File: src/rtl/uart_rx_conditioner.sv
// uart_rx_conditioner
//   Conditions the raw UART RX pad before it reaches the SoC uart_rx input.
//   The pin is synchronised into clk and short glitches are rejected and counted.
//   A sustained low level on the filtered line is reported as a line break.
//
// Optional feature, compiled in by defining UART_RX_CONDITIONER_BREAK_RESET_EN:
//   each new break issues one RST_PULSE_CYCLES-long low pulse on rst_req_n.
//   When the macro is not defined, rst_req_n is tied high and no timer is built.
//
// Ports:
//   clk           system clock (only clock)
//   rst           async active-high reset, power-on only
//   rx_pin        raw asynchronous RX pad, idle high
//   rx_out        filtered RX to the SoC
//   break_active  high while a line break is in progress
//   glitch_count  saturating count of rejected glitches
//   rst_req_n     active-low reset request (constant 1 without the feature)
module uart_rx_conditioner #(
  parameter int SYNC_STAGES      = 2,
  parameter int FILTER_CYCLES    = 4,
  parameter int BREAK_CYCLES     = 120000,
  parameter int RST_PULSE_CYCLES = 16
) (
  input  logic       clk,
  input  logic       rst,
  input  logic       rx_pin,
  output logic       rx_out,
  output logic       break_active,
  output logic [7:0] glitch_count,
  output logic       rst_req_n
);

  localparam int FW = $clog2(FILTER_CYCLES + 1);
  localparam int BW = $clog2(BREAK_CYCLES + 1);

  // Elaboration-time parameter range checks.
  if (SYNC_STAGES < 2 || SYNC_STAGES > 4) begin : g_bad_sync
    $error("SYNC_STAGES out of range 2..4");
  end
  if (FILTER_CYCLES < 1 || FILTER_CYCLES > 255) begin : g_bad_filter
    $error("FILTER_CYCLES out of range 1..255");
  end
  if (BREAK_CYCLES < 2) begin : g_bad_break
    $error("BREAK_CYCLES must be at least 2");
  end
  if (RST_PULSE_CYCLES < 1 || RST_PULSE_CYCLES > 255) begin : g_bad_pulse
    $error("RST_PULSE_CYCLES out of range 1..255");
  end

  // Synchroniser; resets to the idle (high) level.
  logic [SYNC_STAGES-1:0] sync_q;
  logic                   rx_s;

  always_ff @(posedge clk or posedge rst) begin
    if (rst) sync_q <= '1;
    else     sync_q <= {sync_q[SYNC_STAGES-2:0], rx_pin};
  end

  assign rx_s = sync_q[SYNC_STAGES-1];

  // Glitch filter. A new level must be seen FILTER_CYCLES cycles in a row;
  // the output flips on the edge where the count would reach FILTER_CYCLES.
  // Reverting early with a partial count is a rejected glitch.
  logic [FW-1:0] fcnt;

  always_ff @(posedge clk or posedge rst) begin
    if (rst) begin
      fcnt         <= '0;
      rx_out       <= 1'b1;
      glitch_count <= '0;
    end else if (rx_s != rx_out) begin
      if (fcnt == FW'(FILTER_CYCLES - 1)) begin
        rx_out <= rx_s;
        fcnt   <= '0;
      end else begin
        fcnt <= fcnt + 1'b1;
      end
    end else if (fcnt != '0) begin
      fcnt <= '0;
      if (glitch_count != 8'hff) glitch_count <= glitch_count + 8'd1;
    end
  end

  // Break detector, running on the registered filtered line.
  typedef enum logic [1:0] {
    S_IDLE,
    S_LOW,
    S_BREAK
  } state_t;

  state_t        state_q, state_d;
  logic [BW-1:0] bcnt_q, bcnt_d;

  always_ff @(posedge clk or posedge rst) begin
    if (rst) begin
      state_q <= S_IDLE;
      bcnt_q  <= '0;
    end else begin
      state_q <= state_d;
      bcnt_q  <= bcnt_d;
    end
  end

  always_comb begin
    state_d = state_q;
    bcnt_d  = bcnt_q;
    case (state_q)
      S_IDLE: begin
        bcnt_d = '0;
        if (!rx_out) begin
          state_d = S_LOW;
          bcnt_d  = BW'(1);
        end
      end
      S_LOW: begin
        // A rise on the threshold cycle wins over the break.
        if (rx_out) begin
          state_d = S_IDLE;
          bcnt_d  = '0;
        end else begin
          bcnt_d = bcnt_q + 1'b1;
          if (bcnt_q == BW'(BREAK_CYCLES - 1)) state_d = S_BREAK;
        end
      end
      S_BREAK: begin
        if (rx_out) begin
          state_d = S_IDLE;
          bcnt_d  = '0;
        end else if (bcnt_q != BW'(BREAK_CYCLES)) begin
          bcnt_d = bcnt_q + 1'b1;
        end
      end
      default: begin
        state_d = S_IDLE;
        bcnt_d  = '0;
      end
    endcase
  end

  assign break_active = (state_q == S_BREAK);

`ifdef UART_RX_CONDITIONER_BREAK_RESET_EN
  // The LOW->BREAK transition is registered once, so the pulse starts one
  // cycle after break_active rises. A running pulse ignores new triggers
  // and always runs to completion.
  logic       trig_q;
  logic [7:0] ptmr;

  always_ff @(posedge clk or posedge rst) begin
    if (rst) begin
      trig_q    <= 1'b0;
      ptmr      <= '0;
      rst_req_n <= 1'b1;
    end else begin
      trig_q <= (state_q == S_LOW) && (state_d == S_BREAK);
      if (!rst_req_n) begin
        if (ptmr == '0) rst_req_n <= 1'b1;
        else            ptmr      <= ptmr - 8'd1;
      end else if (trig_q) begin
        rst_req_n <= 1'b0;
        ptmr      <= 8'(RST_PULSE_CYCLES - 1);
      end
    end
  end
`else
  assign rst_req_n = 1'b1;
`endif

endmodule

File: config.mk
export PLATFORM = sky130hd
export DESIGN_NAME = uart_rx_conditioner
export DESIGN_NICKNAME = d
export VERILOG_FILES = /design/src/rtl/uart_rx_conditioner.sv
export SDC_FILE = /design/constraint.sdc
export NUM_CORES = 1
export LEC_CHECK = 0
export ABC_AREA = 1
export CORE_MARGIN = 3
export CORE_UTILIZATION = 31
export CTS_CLUSTER_SIZE = 24
export DETAILED_ROUTE_END_ITERATION = 12
export SLEW_MARGIN = 20
export SYNTH_ARGS = -nofsm -noshare
export SYNTH_HDL_FRONTEND = slang
export SYNTH_SLANG_ARGS = --single-unit
File: constraint.sdc
create_clock -name clk -period 1.4 [get_ports clk]
set_input_delay 0.14 -clock clk [delete_from_list [all_inputs] [get_ports clk]]
set_output_delay 0.14 -clock clk [all_outputs]
set_load 0.02 [all_outputs]
==> reports/qor.yml, run 1 <==
status:
  status: "complete, but fails checks"
  violations: "negative setup slack"
run:
  max_cap_violations: 0
placed_design:
  place_inst: 359
  post-dp-hpwl_um: 2910
  io_buffers: 12
  placed_cell_area_um2: 2340
  routabilityCongestion: 0.854
sta:
  fin_worst_skew_ns: 0.00815
  period_needed_ns: 1.51
  setup_tns_ns: -1.07
  maxSlewViolCount: 0
  fin_crit_sh_pct: 108
  finalSetupViolCount: 16
  layout_setup_ws_ns: -0.109
  fmax_mhz: 663
  hold_viol: 0
  rsz0062_at_grt: "yes"
route:
  m1WireLength_um: 2010
  drt_wl_total_um: 4110
  routed_via_density: 4.52
  drt-initial-drc-count: 78
  vias: 1717
  ant_nets: 0
  dr_wl_met2_um: 1960
  firstDrtPassIters: 4
  drc: 0
  wl_per_cell_um: 10.8
  highest_layer: "met4"
  wl_met3_um: 103
synth:
  syn_area_per_cell_um2: 7.73
  syn_inst: 255
  synth.top_cells.by_area: "dfrtp_1 (38%), nand2_1 (12%), inv_1 (6.9%)"
  yosysUniqueCellTypes: 32
  synth_edf_count: 0
  yosys.area.top_type: "dfrtp_1"
  synth-seq-cells: 33
  synth_seq_area_share_pct: 42.1
  async_flop_share_pct: 100
  ys.flop_type: "dfrtp_1"
  synth_commonest_cells: "nand2_1 (65), inv_1 (36), nor2_1 (34)"
  synth-warning-count: 0
  synth_top_area_share_pct: 38.1
  syn-cell-area_um2: 1970
  syn-num-nets: 268
  synth_most_common_cell: "nand2_1"
global_routing:
  grt_pass1_wl_um: 7200
  grt_pass1_vias: 1650
  antenna_found_initial: 0
  grt_max_degree: 26
  grt.total_usage_pct: 12.2
  grt_overflow_total: 0
cts:
  clockBufferDepth: 2
  cts_tree: "yes"
  numCtsBuffers: 5
  cts.reportedPaths.clkPinSlew_ns: 0.07
  cts_root_buffer: "clkbuf_8"
  cts_sinks: 33
  clkLatencyLatePin_ns: 0.28
  h-tree-depth: 2
critical_path:
  required_ns: 1.61
  timing_worst_setup_path_type: "reg -> reg"
  start_kind: "register"
  path_max_fanout: 5
  arrival_ns: 1.72
  endpoint_kind: "register"
final_layout:
  drive_gt1_share_pct: 28.5
  n_antenna_cell: 0
  syn2layout_area_growth_pct: 33.9
  postLayoutCellArea_um2: 2640
  final_nets: 317
  utilization_pct: 43.8
  final_cells: 380
pwr:
  power_leakage_nw: 1.27
  ir_drop_v: 0.000913
  power.density_nw_per_um2: 1530
  power_mw: 4.04
worst_hold_path:
  hold_class: "in -> async"
die:
  ios: 14
  die_w_um: 85.8
  dieArea_um2: 7350
  std_cell_rows: 28
  die_h_um: 85.8
  coreArea_um2: 6030
  start_util_pct: 32.7
-- cells in the final DEF (no fill, tap or decap), types with 7 or more instances in the layout --
cell	Yosys	routed
nand2_1	65	58
inv_1	36	31
nor2_1	34	29
dfrtp_1	30	28
buf_4	1	26
nand3_1	14	11
dlygate4sd2_1	0	10
nand2_2	3	9
nor3_1	8	8
xor2_1	7	7
nand4_1	7	7
nor2_2	5	7
ha_1	10	7
-- worst max-delay path, stage by stage (launching register included) --
cell and delay (ns):
dfrtp_1 0.37, inv_2 0.06, buf_4 0.12, buf_4 0.13, ha_4 0.26, nand2_1 0.08
buf_4 0.17, nand2_4 0.11, nand2_1 0.06, nor2_1 0.08
-- path summary, 6_finish.rpt --
kind                                        start  cells after the start                    end  slack [ns]
min in group clk                           rx_pin                      1    sync_q[0]$_DFF_PP1_        0.27
setup / recovery           state_q[0]$_DFFE_PP0P_                      9  bcnt_q[7]$_DFFE_PP0P_       -0.11
setup reg to reg           state_q[0]$_DFFE_PP0P_                      9  bcnt_q[7]$_DFFE_PP0P_       -0.11
hold / removal                                rst                      3    fcnt[1]$_DFFE_PP0P_        0.20
max in group asynchronous                     rst                      3    sync_q[1]$_DFF_PP1_        0.97
hold reg to reg               sync_q[0]$_DFF_PP1_                      0    sync_q[1]$_DFF_PP1_        0.36
-- logic make-up (layout without fill, tap and decap cells) --
| kind of cell | Yosys count | after routing | synth area share, % |
|---|---|---|---|
| adders and majority gates | 10 | 10 | 6.35 |
| and+or+nand+nor | 143 | 144 | 33.1 |
| other | 1 | 1 | 0.190 |
| AOI/OAI and AO/OA | 18 | 18 | 4.89 |
| xor gates and xnor gates | 9 | 9 | 4.95 |
| DFF | 33 | 33 | 42.1 |
| buffers and inverters | 41 | 90 | 8.50 |
-- per-stage QoR --
stage / setup slack, ns / hold WS [ns]
3_5_place_dp: -0.0880 / 0.354
3_3_place_gp: -0.0538 / 0.349
2_1_floorplan: -0.0297 / 0.144
6_report: -0.109 / 0.200
5_1_grt: -0.203 / 0.235
4_1_cts: -0.0682 / 0.197
-- registers in the layout (all words and copies together) (netlist names) --
| register | cells |
|---|---|
| bcnt_q | 17 |
| glitch_count | 8 |
| fcnt | 3 |
| sync_q | 2 |
| state_q | 2 |
| rx_out | 1 |
-- power by group --
group          leakage, nW  internal (mW)  switching [mW]  total (mW)
combinational        0.794          0.951            1.11        2.06
sequential           0.436           1.14           0.156        1.29
clock               0.0395          0.353           0.334       0.687
-- repair_timing --
| action | 4_1_cts | 5_1_grt |
|---|---|---|
| buffers inserted | 2 | 10 |
| setup endpoints to repair | 27 | 28 |
| hold buffers | 0 | 0 |
| gates cloned | 1 | 1 |
| pin swaps | 3 | 16 |
| gates resized for setup | 16 | 35 |
-- per-layer routing --
layer / vias to the layer above / track usage (%)
met5: - / 0
met4: 0 / 4.17
met3: 4 / 3.17
met2: 24 / 19.8
met1: 791 / 15.9
li1: 898 / -
-- cell type report --
cell class / instances / area [µm²]
flip-flops and latches: 33 / 832
well taps: 75 / 93.8
multi-input cells: 182 / 1110
repair buffers: 42 / 357
fillers: 615 / 3390
inverters: 39 / 156
repair inverters: 1 / 6.26
clock buffers: 8 / 80.1
Note: power is estimated with default switching activity, not from simulation.
==> run 2: changes to the inputs <==
ABC_CLOCK_PERIOD_IN_PS = 1400   (was unset)
==> results of run 2 <==
Same layout as run 1: the final DEF is identical, and so are final timing and power.
